**config.mk**
```make
export PLATFORM = sky130hd
export DESIGN_NAME = dcache_dump_unit
export DESIGN_NICKNAME = d
export VERILOG_FILES = /design/src/rtl/dcache_dump_unit_pkg.sv /design/src/rtl/dcache_dump_unit_fifo2.sv /design/src/rtl/dcache_dump_unit.sv
export SDC_FILE = /design/constraint.sdc
export NUM_CORES = 1
export LEC_CHECK = 0
export ABC_AREA = 1
export BUFFER_PORTS_ARGS = -buffer_cell sky130_fd_sc_hd__buf_2
export CORE_MARGIN = 10
export CORE_UTILIZATION = 50
export DETAILED_ROUTE_END_ITERATION = 12
export PLACE_DENSITY = 0.79
export SLEW_MARGIN = 20
export SYNTH_ARGS = -nofsm -noshare
export SYNTH_HDL_FRONTEND = slang
export SYNTH_SLANG_ARGS = --single-unit
```
**constraint.sdc**
```tcl
create_clock -name clk -period 4.8 [get_ports clk]
set_input_delay 0.72 -clock clk [delete_from_list [all_inputs] [get_ports clk]]
set_output_delay 0.72 -clock clk [all_outputs]
set_load 0.02 [all_outputs]
```
**src/rtl/dcache_dump_unit_pkg.sv**
```systemverilog
// Shared definitions for the data-cache dump unit: FSM encoding, default widths
// and the beat field order {addr, data, last}.
package dcache_dump_unit_pkg;

    localparam int unsigned DEF_ADDR_WIDTH = 10;
    localparam int unsigned DEF_DATA_WIDTH = 32;

    typedef enum logic [1:0] {
        ST_IDLE  = 2'd0,
        ST_READ  = 2'd1,
        ST_DRAIN = 2'd2,
        ST_DONE  = 2'd3
    } dump_state_t;

    // A beat is packed as {addr, data, last}
    function automatic int unsigned beat_width(input int unsigned aw, input int unsigned dw);
        return aw + dw + 1;
    endfunction

endpackage

```
**src/rtl/dcache_dump_unit_fifo2.sv**
```systemverilog
// Two-entry beat FIFO; a word pushed into an empty FIFO is visible on dout in the
// same cycle, so a push and pop together on an empty FIFO never occupy storage.
module dcache_dump_unit_fifo2 #(
    parameter int unsigned WIDTH = 43
) (
    input  logic             clk,
    input  logic             rst,
    input  logic             push,
    input  logic             pop,
    input  logic [WIDTH-1:0] din,
    output logic [WIDTH-1:0] dout,
    output logic [1:0]       count
);

    logic [WIDTH-1:0] r_mem [2];
    logic             r_rd_ptr;
    logic             r_wr_ptr;
    logic [1:0]       r_count;

    logic w_empty;
    logic w_bypass;
    logic w_write;
    logic w_pop_stored;

    assign w_empty      = (r_count == 2'd0);
    assign w_bypass     = w_empty & push;
    assign w_write      = push & ~(w_empty & pop);
    assign w_pop_stored = pop & ~w_empty;

    always_ff @(posedge clk or posedge rst) begin
        if (rst) begin
            r_mem[0] <= '0;
            r_mem[1] <= '0;
            r_rd_ptr <= 1'b0;
            r_wr_ptr <= 1'b0;
            r_count  <= 2'd0;
        end else begin
            if (w_write) begin
                r_mem[r_wr_ptr] <= din;
                r_wr_ptr        <= ~r_wr_ptr;
            end
            if (w_pop_stored) begin
                r_rd_ptr <= ~r_rd_ptr;
            end
            r_count <= r_count + 2'(w_write) - 2'(w_pop_stored);
        end
    end

    assign dout  = w_bypass ? din : r_mem[r_rd_ptr];
    assign count = r_count;

endmodule

```
**src/rtl/dcache_dump_unit.sv**
```systemverilog
// Streams a contiguous word range out of the data cache as {addr, data, last} beats
// over valid/ready, using a spare synchronous read port on the dcache.
module dcache_dump_unit
    import dcache_dump_unit_pkg::*;
#(
    parameter int unsigned ADDR_WIDTH = DEF_ADDR_WIDTH,
    parameter int unsigned DATA_WIDTH = DEF_DATA_WIDTH
) (
    input  logic                  clk,
    input  logic                  rst,
    input  logic                  start,
    input  logic [ADDR_WIDTH-1:0] base_addr,
    input  logic [ADDR_WIDTH:0]   word_count,
    output logic                  busy,
    output logic                  done,
    output logic                  mem_rd_en,
    output logic [ADDR_WIDTH-1:0] mem_rd_addr,
    input  logic [DATA_WIDTH-1:0] mem_rd_data,
    output logic                  out_valid,
    input  logic                  out_ready,
    output logic [ADDR_WIDTH-1:0] out_addr,
    output logic [DATA_WIDTH-1:0] out_data,
    output logic                  out_last
);

    localparam int unsigned CNT_W  = ADDR_WIDTH + 1;
    localparam int unsigned BEAT_W = beat_width(ADDR_WIDTH, DATA_WIDTH);

    dump_state_t r_state;
    dump_state_t w_state_nxt;

    logic [ADDR_WIDTH-1:0] r_rd_addr;
    logic [CNT_W-1:0]      r_remaining;
    logic                  r_inflight;
    logic [ADDR_WIDTH-1:0] r_inflight_addr;
    logic                  r_inflight_last;

    logic [1:0]        w_fifo_count;
    logic [BEAT_W-1:0] w_fifo_din;
    logic [BEAT_W-1:0] w_fifo_dout;
    logic              w_credit;
    logic              w_issue;
    logic              w_pop;
    logic              w_last_issue;

    // Credit: stored beats plus the read in flight must leave room in the FIFO
    assign w_credit     = (3'(w_fifo_count) + 3'(r_inflight)) < 3'd2;
    assign w_issue      = (r_state == ST_READ) && w_credit;
    assign w_last_issue = w_issue && (r_remaining == CNT_W'(1));

    assign w_fifo_din = {r_inflight_addr, mem_rd_data, r_inflight_last};
    assign out_valid  = (w_fifo_count != 2'd0) || r_inflight;
    assign {out_addr, out_data, out_last} = w_fifo_dout;
    assign w_pop      = out_valid & out_ready;
    assign mem_rd_addr = r_rd_addr;

    dcache_dump_unit_fifo2 #(
        .WIDTH (BEAT_W)
    ) u_fifo (
        .clk   (clk),
        .rst   (rst),
        .push  (r_inflight),
        .pop   (w_pop),
        .din   (w_fifo_din),
        .dout  (w_fifo_dout),
        .count (w_fifo_count)
    );

    always_ff @(posedge clk or posedge rst) begin
        if (rst) begin
            r_state <= ST_IDLE;
        end else begin
            r_state <= w_state_nxt;
        end
    end

    always_comb begin
        w_state_nxt = r_state;
        case (r_state)
            ST_IDLE: begin
                if (start) begin
                    w_state_nxt = (word_count == '0) ? ST_DONE : ST_READ;
                end
            end
            ST_READ: begin
                if (w_last_issue) begin
                    w_state_nxt = ST_DRAIN;
                end
            end
            ST_DRAIN: begin
                if (w_pop && out_last) begin
                    w_state_nxt = ST_DONE;
                end
            end
            ST_DONE: begin
                w_state_nxt = ST_IDLE;
            end
            default: begin
                w_state_nxt = ST_IDLE;
            end
        endcase
    end

    always_comb begin
        busy      = 1'b0;
        done      = 1'b0;
        mem_rd_en = 1'b0;
        case (r_state)
            ST_READ: begin
                busy      = 1'b1;
                mem_rd_en = w_issue;
            end
            ST_DRAIN: begin
                busy = 1'b1;
            end
            ST_DONE: begin
                done = 1'b1;
            end
            default: begin
                busy = 1'b0;
            end
        endcase
    end

    // Range capture, address/remaining counters and the one-deep read pipeline tag
    always_ff @(posedge clk or posedge rst) begin
        if (rst) begin
            r_rd_addr       <= '0;
            r_remaining     <= '0;
            r_inflight      <= 1'b0;
            r_inflight_addr <= '0;
            r_inflight_last <= 1'b0;
        end else begin
            if ((r_state == ST_IDLE) && start) begin
                r_rd_addr   <= base_addr;
                r_remaining <= word_count;
            end else if (w_issue) begin
                r_rd_addr   <= r_rd_addr + ADDR_WIDTH'(1);
                r_remaining <= r_remaining - CNT_W'(1);
            end
            r_inflight <= w_issue;
            if (w_issue) begin
                r_inflight_addr <= r_rd_addr;
                r_inflight_last <= w_last_issue;
            end
        end
    end

endmodule

```
== After elaboration in Yosys (flattened, before gate mapping) ==
Cells that the tools add are included.
Storage, ports and cells
  output and inout port bits: 57
  bits in registers: 125
Operators by class
  order comparisons: 4
  mux-type cells: 19
  bitwise operators: 11
  reductions and logical operators: 13
  equal/unequal tests: 7
  $add $sub $neg: 5
Operators by type and width (number)
  $mux 43: 5
  $bwmux 86: 1
  $demux 43 s1: 1
  $mux 11: 2
  $mux 10: 2
  $eq 11x1->1 const B: 1
  $logic_not 11->1: 1
  $sub 11x1->11 const B: 1
  $add 10x1->10 const B: 1
  $mux 2: 4
  $pmux 2 s4: 1
  $ne 2x2->1 const B: 3
  $and 1x1->1: 5
  $logic_and 1x1->1: 5
  $eq 2x2->1 const B: 2
  $ge 2x2->1 const B: 2
  $logic_not 2->1: 2
  $not 1->1: 4
  $not 1->2: 2
  $reduce_bool 2->1: 2
  $add 2x1->3: 1
  $lt 3x2->1 const B: 1
  $mux 1: 3
  $reduce_and 3->1: 1
  6 further kinds: 6

== Logic depth before layout (Yosys ltp) ==
Gate-level depths: netlist of the first run.
  depth after elaboration: 8
  mapped depth: 11
  gate-level depth less buffers: 10

== By module ==
A second synthesis of the first run with hierarchy kept.
Second synthesis, totals
  cells, all modules: 871
  area, all modules: 6880.3 µm²
By module, submodules not included
  dcache_dump_unit_fifo2: area each 4824.6 µm², times used 1, cells an instance 605
  dcache_dump_unit: area each 2055.7 µm², times used 1, cells an instance 266

== Least setup slack after synthesis of the first run ==
Ideal clock, no wire load.
  kind: register to output
  start point: reg u_fifo.r_count[0], in the netlist u_fifo.count[0]
  end point: out out_data[10]
  stages on the path, launching flop included: 6
  path buffers: 2
  data arrival time: 1426 ps
  path slack: 2654 ps
  path through: dfrtp_1 -> nor2_2 -> nand2_1 -> buf_2 -> buf_1 -> a31oi_1
Between the ends
  longest elaborated chain between the ends: 3
RTL lines
  start, declared: line dcache_dump_unit_fifo2.sv:18  | logic [1:0] r_count;
  start signal, assigned: line dcache_dump_unit_fifo2.sv:45  | r_count <= r_count + 2'(w_write) - 2'(w_pop_stored);
  $logic_not 2->1: line dcache_dump_unit_fifo2.sv:25  | assign w_empty = (r_count == 2'd0);
  $and 1x1->1: line dcache_dump_unit_fifo2.sv:26  | assign w_bypass = w_empty & push;
  $mux 43: line dcache_dump_unit_fifo2.sv:49  | assign dout = w_bypass ? din : r_mem[r_rd_ptr];
  end, declared: line dcache_dump_unit.sv:22  | output logic [DATA_WIDTH-1:0] out_data,
Every way passes these cells.

== Final worst setup path of the first run ==
  start point: reg u_fifo.r_count[0], in the netlist u_fifo.count[0]
  end point: out out_data[17]
Same word-level chain as after synthesis.

==> run summary, run 1 <==
Most numerous cell types in the synthesized netlist -> sky130_fd_sc_hd__nand2_1 (255), sky130_fd_sc_hd__dfrtp_1 (125), sky130_fd_sc_hd__inv_1 (82)
Syn Inst Count -> 793
Post-route clock period utilization -> 66.46%
Combinational cell fraction of total power -> 41.8%
Arrival time at the worst endpoint -> 2470 ps
Total I/O pin count -> 114
Aggregate negative setup slack -> 0 ps
DRC violations left -> 0
Number of DRC markers after the initial detailed-route iteration -> 438
Synthesized flop and latch total -> 125
Quantity of gates resized following cts -> 0
Compound-Gate Fraction of Synth Area -> 14.88%
Power per Cell Area -> 764.2 nW/um2
Number of rows created at floorplan -> 40
First-pass DRT Iterations -> 5
Inserted Clock Buffers -> 17
Largest cells by area after synthesis -> sky130_fd_sc_hd__dfrtp_1 (50%), sky130_fd_sc_hd__nand2_1 (15%), sky130_fd_sc_hd__o21ai_0 (5.6%)
Peak VDD IR -> 0.0003841 V
Power Internal -> 3360 uW
Root buffer cell -> sky130_fd_sc_hd__clkbuf_16
Number of sinks handled by clock tree synthesis -> 125
Maximum clock frequency -> 0.3135 GHz
Number of antenna violations at the first check in global routing -> 0
Pins Over Slew Limit -> 0
Clock-pin slew of the registers on the worst-case setup and hold paths -> 60 ps
Average wire per cell in the routed design -> 13.89 um
Required arrival time at the worst endpoint -> 4080 ps
Vert. Die Dim -> 131.6 um
Internal reg-to-reg setup slack -> 2050 ps
Core area -> 12110 um2
Hold WC Path Type -> input port to asynchronous set/reset pin
Post-synthesis average cell area -> 7.846 um2
Clk_lat worst skew -> 410 ps
Final hold vios -> 0
Post-synthesis async set-or-reset flop share -> 100.0%
Peak-usage layer in the global routing report -> met2
Final critical-path required period -> 3190 ps
Total power draw -> 5732 uW
Setup repair after global routing missed its margin -> no
Die width -> 131.6 um
Slew at the pin closest to its max-slew limit -> 965.1 ps
Number of post-CTS setup repair buffers -> 0
Crit path kind -> flip-flop to primary output
Die area -> 17310 um2
Psw -> 2372 uW
GR Layer Usage met3 -> 5.755%
Met1 usage in global routing -> 22.26%
CTS tree -> done
Yosys warns -> 0
Result of the run -> finished, final reports clean
Post-synthesis cell type with the largest combined area -> sky130_fd_sc_hd__dfrtp_1
Multiplexer fraction of the synthesized cell area -> 0%
Vias in the first global route -> 5447
Xor/xnor share of the synthesized area -> 1.548%
Number of nets in the final layout -> 955
Final setup violation count -> 0
Switching power share of the total -> 41.39%
Fraction of synthesized cell area taken by the top area cell type -> 50.27%
Routed wire length -> 14.85 mm
Port-buffer cells -> 113
Syn_nets -> 860
Filler Cell Count -> 1083
Number of vias per cell after detailed routing -> 5.068
Startpoint Class -> flip-flop
Synthesized-area fraction occupied by and/or/nand/nor cells -> 22.26%
GR Util met2 -> 27.68%
Normalized max-slew margin -> 35.66%
Peak fanout along the critical path -> 51
Sequential fraction of design power -> 32.0%
Number of flops mapped to enable cells by yosys -> 0
Crit path capture type -> primary output
Antenna Cells -> 0
Clock Skews -> 5.294 ps
Buffer depth of the longest clock path -> 2
Number of max-cap violations -> 0
Most frequently used cell type in the post-synthesis netlist -> sky130_fd_sc_hd__nand2_1
P_leak -> 0.003884 uW
Starting density of the core -> 51.37%
Number of hold-repair buffers added at the cts stage -> 0
Remaining global-route overflow -> 0
Dominant combinational cell family by area after synthesis -> simple AND/OR/NAND/NOR gates
Part of the power in the clock network -> 26.1%
Netlist Area Pre-Place -> 6222 um2
Fraction of layout instances using a drive strength above 1 -> 17.98%
Detail Placement HPWL -> 10.01 mm
All-Layer GR Usage -> 17.59%
Prevailing post-synth register cell -> sky130_fd_sc_hd__dfrtp_1
Wire length of the first global-routing pass -> 25.78 mm
Area growth from synthesis to layout -> 20.55%
Fraction of the yosys area taken by sequential cells -> 50.27%
Gpl congestion -> 0.8593
Number of antenna-violating nets in the routed design -> 0
Largest net degree at the start of global routing -> 87
Via count -> 5418
Distinct cell type count after synthesis -> 31
Adder and majority cell fraction of the synthesized area -> 2.011%
Number of H-tree levels -> 4
-- cell usage in the layout, fill, tap and decap left out, drive strengths merged, types with 7 or more instances in the layout --
master / Yosys / layout
ha: 10 / 10
xor2: 7 / 7
bufinv: 0 / 7
o21ai: 100 / 100
nand2: 255 / 255
buf: 23 / 120
dfrtp: 125 / 125
nand3: 21 / 21
a31oi: 42 / 42
a21oi: 7 / 7
inv: 82 / 83
clkbuf: 21 / 17
nor2: 72 / 72
-- layout make-up --
class                      instances  area, um2  area share, %
clock inverter                    15      267.8          3.570
timing repair buffer             120      618.1          8.240
sequential                       125       3128          41.70
multi-input combinational        541       2537          33.83
tap                              168      210.2          2.802
clock buffer                      17      425.4          5.671
inverter                          83      314.1          4.187
-- per-stage QoR --
| stage | hold WS, ps | cells | cell area, um2 | setup WS, ps | utilization (%) |
|---|---|---|---|---|---|
| after global routing | 428.1 | 1069 | 7501 | 1349 | 61.93 |
| after global placement | 465.3 | 1037 | 6808 | 2059 | 56.21 |
| after floorplan | 452.9 | 793 | 6222 | 752.4 | - |
| after CTS | 389.9 | 1069 | 7501 | 1583 | 61.93 |
| after detailed placement | 469.0 | 1037 | 6808 | 1979 | 56.21 |
| final | 382.2 | 1069 | 7501 | 1610 | 61.93 |
-- state kept, by name (all words and copies together), names as in the netlist --
signal / cells
u_fifo.r_mem: 86
r_inflight_addr: 10
u_fifo.r_rd_ptr: 1
r_remaining: 11
r_inflight: 1
r_inflight_last: 1
u_fifo.r_wr_ptr: 1
u_fifo.count: 2
r_state: 2
mem_rd_addr: 10
-- critical path, cell delays in order, from the launching register on --
cell and delay (ps):
sky130_fd_sc_hd__dfrtp_1 400, sky130_fd_sc_hd__nor2_2 230, sky130_fd_sc_hd__nand2_2 560, sky130_fd_sc_hd__buf_4 470, sky130_fd_sc_hd__a31oi_1 180, sky130_fd_sc_hd__buf_2 190
-- power by group through the flow --
stage          combinational (uW)  sequential [uW]  clock (uW)
2_1_floorplan                1770             1810           0
3_3_place_gp                 2380             1820           0
3_5_place_dp                 2420             1840           0
4_1_cts                      2430             1830        1520
5_1_grt                      2730             1900        1570
6_report                     2400             1840        1500
-- per-layer routing --
metal | up-vias | wire length [um]
met5 | - | 0
met4 | 0 | 137
li1 | 2740 | -
met3 | 13 | 984
met2 | 152 | 6755
met1 | 2513 | 6975
-- final timing paths --
check,start,end,depth (start not counted)
setup / recovery,u_fifo.count[0]$_DFF_PP0_,out_data[17],5
max in group asynchronous,rst,u_fifo.r_mem[68]$_DFFE_PP0P_,3
setup reg to reg,r_state[0]$_DFFE_PP0P_,r_remaining[0]$_DFFE_PP0P_,8
hold / removal,rst,u_fifo.r_mem[2]$_DFFE_PP0P_,2
hold reg to reg,u_fifo.r_mem[83]$_DFFE_PP0P_,u_fifo.r_mem[83]$_DFFE_PP0P_,2
min in group clk,u_fifo.r_mem[83]$_DFFE_PP0P_,u_fifo.r_mem[83]$_DFFE_PP0P_,2
-- cells by family after synthesis --
kind of cell               Yosys count
adders and majority gates           10
DFF                                125
buffers and inverters              127
and+or+nand+nor                    356
AOI/OAI and AO/OA                  164
xor gates and xnor gates            11
Power figures use the tool's default switching activity.
==> inputs of run 2 (changes only) <==
Settings changed: PLACE_DENSITY 0.79 to 0.82.
Clock period 4.8 ns to 2.8 ns, I/O delays scaled along.
==> run summary, run 2 (same netlist as run 1, synthesis figures left out) <==
Result of the run -> finished, final reports clean
Regs by FF count -> u_fifo.r_mem x86, r_remaining x11
Die area -> 17310 um2
Normalized max-slew margin -> 55.79%
Final setup violation count -> 0
Most numerous cell on the critical path -> sky130_fd_sc_hd__inv_1
Slew at the pin closest to its max-slew limit -> 663.2 ps
Root buffer cell -> sky130_fd_sc_hd__clkbuf_16
Filler Cell Count -> 1055
Pins Over Slew Limit -> 0
Area of combinational cells with multiple inputs -> 2537 um2
Required arrival time at the worst endpoint -> 2380 ps
Most common cell after layout, fill and taps aside -> sky130_fd_sc_hd__nand2_1
Core area -> 12110 um2
Aggregate negative setup slack -> 0 ps
Gpl congestion -> 0.8596
Number of H-tree levels -> 4
Antenna Cells -> 0
Final hold vios -> 0
Quantity of gates resized following cts -> 0
Combined flip-flop and latch cell area -> 3128 um2
Power per Cell Area -> 1264 nW/um2
Setup repair after global routing missed its margin -> no
Number of antenna violations at the first check in global routing -> 0
Average wire per cell in the routed design -> 14.17 um
Cell count after placement -> 1041
Post-route clock period utilization -> 87.86%
Number of hold-repair buffers added at the cts stage -> 0
Cells along the critical path -> inv_1 -> ha_1 -> nand3_1 -> inv_1 -> buf_2
Largest incremental delay on the critical path -> 410 ps
First-pass DRT Iterations -> 5
Crit path capture type -> primary output
Arrival time at the worst endpoint -> 2040 ps
Number of sinks handled by clock tree synthesis -> 125
Hold WC Path Type -> input port to asynchronous set/reset pin
Number of antenna-violating nets in the routed design -> 0
Number of post-CTS setup repair buffers -> 0
Detail Placement HPWL -> 10.27 mm
Total I/O pin count -> 114
Buffer depth of the longest clock path -> 2
Peak fanout along the critical path -> 12
Non-filler instance count after layout -> 1069
Starting density of the core -> 51.37%
Port-buffer cells -> 113
Clock Skews -> 5.672 ps
Largest net degree at the start of global routing -> 126
Vias in the first global route -> 5449
Total power draw -> 9406 uW
Clk_lat worst skew -> 410 ps
Number of nets in the final layout -> 959
Clock-pin slew of the registers on the worst-case setup and hold paths -> 50 ps
Number of rows created at floorplan -> 40
Startpoint Class -> flip-flop
Top reg by flops -> u_fifo.r_mem
Inserted Clock Buffers -> 17
Routed wire length -> 15.15 mm
P_leak -> 0.003866 uW
Most frequent cells in the layout -> sky130_fd_sc_hd__nand2_1 (253), sky130_fd_sc_hd__dfrtp_1 (125), sky130_fd_sc_hd__buf_2 (113), sky130_fd_sc_hd__inv_1 (81), sky130_fd_sc_hd__nor2_1 (71)
All-Layer GR Usage -> 17.84%
Slowest cell on the critical path -> sky130_fd_sc_hd__dfrtp_1
Wire length of the first global-routing pass -> 26.16 mm
Number of flip-flops under the largest register name -> 86
Number of max-cap violations -> 0
Via count -> 5482
Number of vias per cell after detailed routing -> 5.128
DRC violations left -> 0
Maximum clock frequency -> 0.4065 GHz
Die width -> 131.6 um
Vert. Die Dim -> 131.6 um
Number of DRC markers after the initial detailed-route iteration -> 405
Crit path kind -> flip-flop to primary output
Area growth from synthesis to layout -> 19.65%
CTS tree -> done
Final critical-path required period -> 2460 ps
Remaining global-route overflow -> 0
Fraction of layout instances using a drive strength above 1 -> 17.43%
Peak VDD IR -> 0.0007595 V
run 2: critical path: cells and delay by family (launching register included):
family        cells  cell delay (ps)
fa+ha+maj         1              180
buf+inv           3              740
flops             1              410
simple gates      1              300
run 2: final cells by class:
type / count / share of cell area (%)
clock inverters: 1 / 0.4034
repair buffers: 124 / 9.546
flip-flops and latches: 125 / 42.02
inverters: 83 / 4.235
clock buffers: 27 / 6.891
well taps: 168 / 2.824
multi-input cells: 541 / 34.08
run 2: stage by stage:
| stage | hold WS, ps | utilization [%] | instance area, um2 | setup slack (ps) |
|---|---|---|---|---|
| after floorplan | 452.9 | - | 6226 | 840.7 |
| after global placement | 465.7 | 56.98 | 6902 | 809.7 |
| after detailed placement | 472.2 | 56.98 | 6902 | 778.3 |
| after CTS | 209.9 | 61.47 | 7445 | 325.3 |
| after global routing | 229.3 | 61.47 | 7445 | 162.1 |
| final | 196.9 | 61.47 | 7445 | 340.0 |
run 2: path summary, 6_finish.rpt:
kind,from,endpoint,slack [ps],cells past startpoint
min in group clk,base_addr[6],mem_rd_addr[6]$_DFFE_PP0P_,220,3
worst min-delay path,rst,u_fifo.r_mem[3]$_DFFE_PP0P_,200,3
worst max-delay path,r_state[1]$_DFFE_PP0P_,mem_rd_en,340,5
max in group asynchronous,rst,r_remaining[5]$_DFFE_PP0P_,2110,3
worst min register to register,u_fifo.r_mem[78]$_DFFE_PP0P_,u_fifo.r_mem[78]$_DFFE_PP0P_,480,2
worst max register to register,r_state[0]$_DFFE_PP0P_,r_remaining[3]$_DFFE_PP0P_,770,8
run 2: power breakdown:
part / switching, uW / leakage (uW) / internal [uW]
registers: 530 / 0.00158 / 2620
logic: 2770 / 0.00203 / 1470
clock network: 709 / 0.000265 / 1320
total: 4010 / 0.00387 / 5400
run 2: routing by layer:
metal / vias up / routed length, um / GRT usage (%)
li1: 2732 / - / -
met1: 2561 / 6717 / 22.19
met2: 168 / 7082 / 28.10
met3: 21 / 1128 / 6.174
met4: 0 / 221 / 6.428
met5: - / 0 / 0
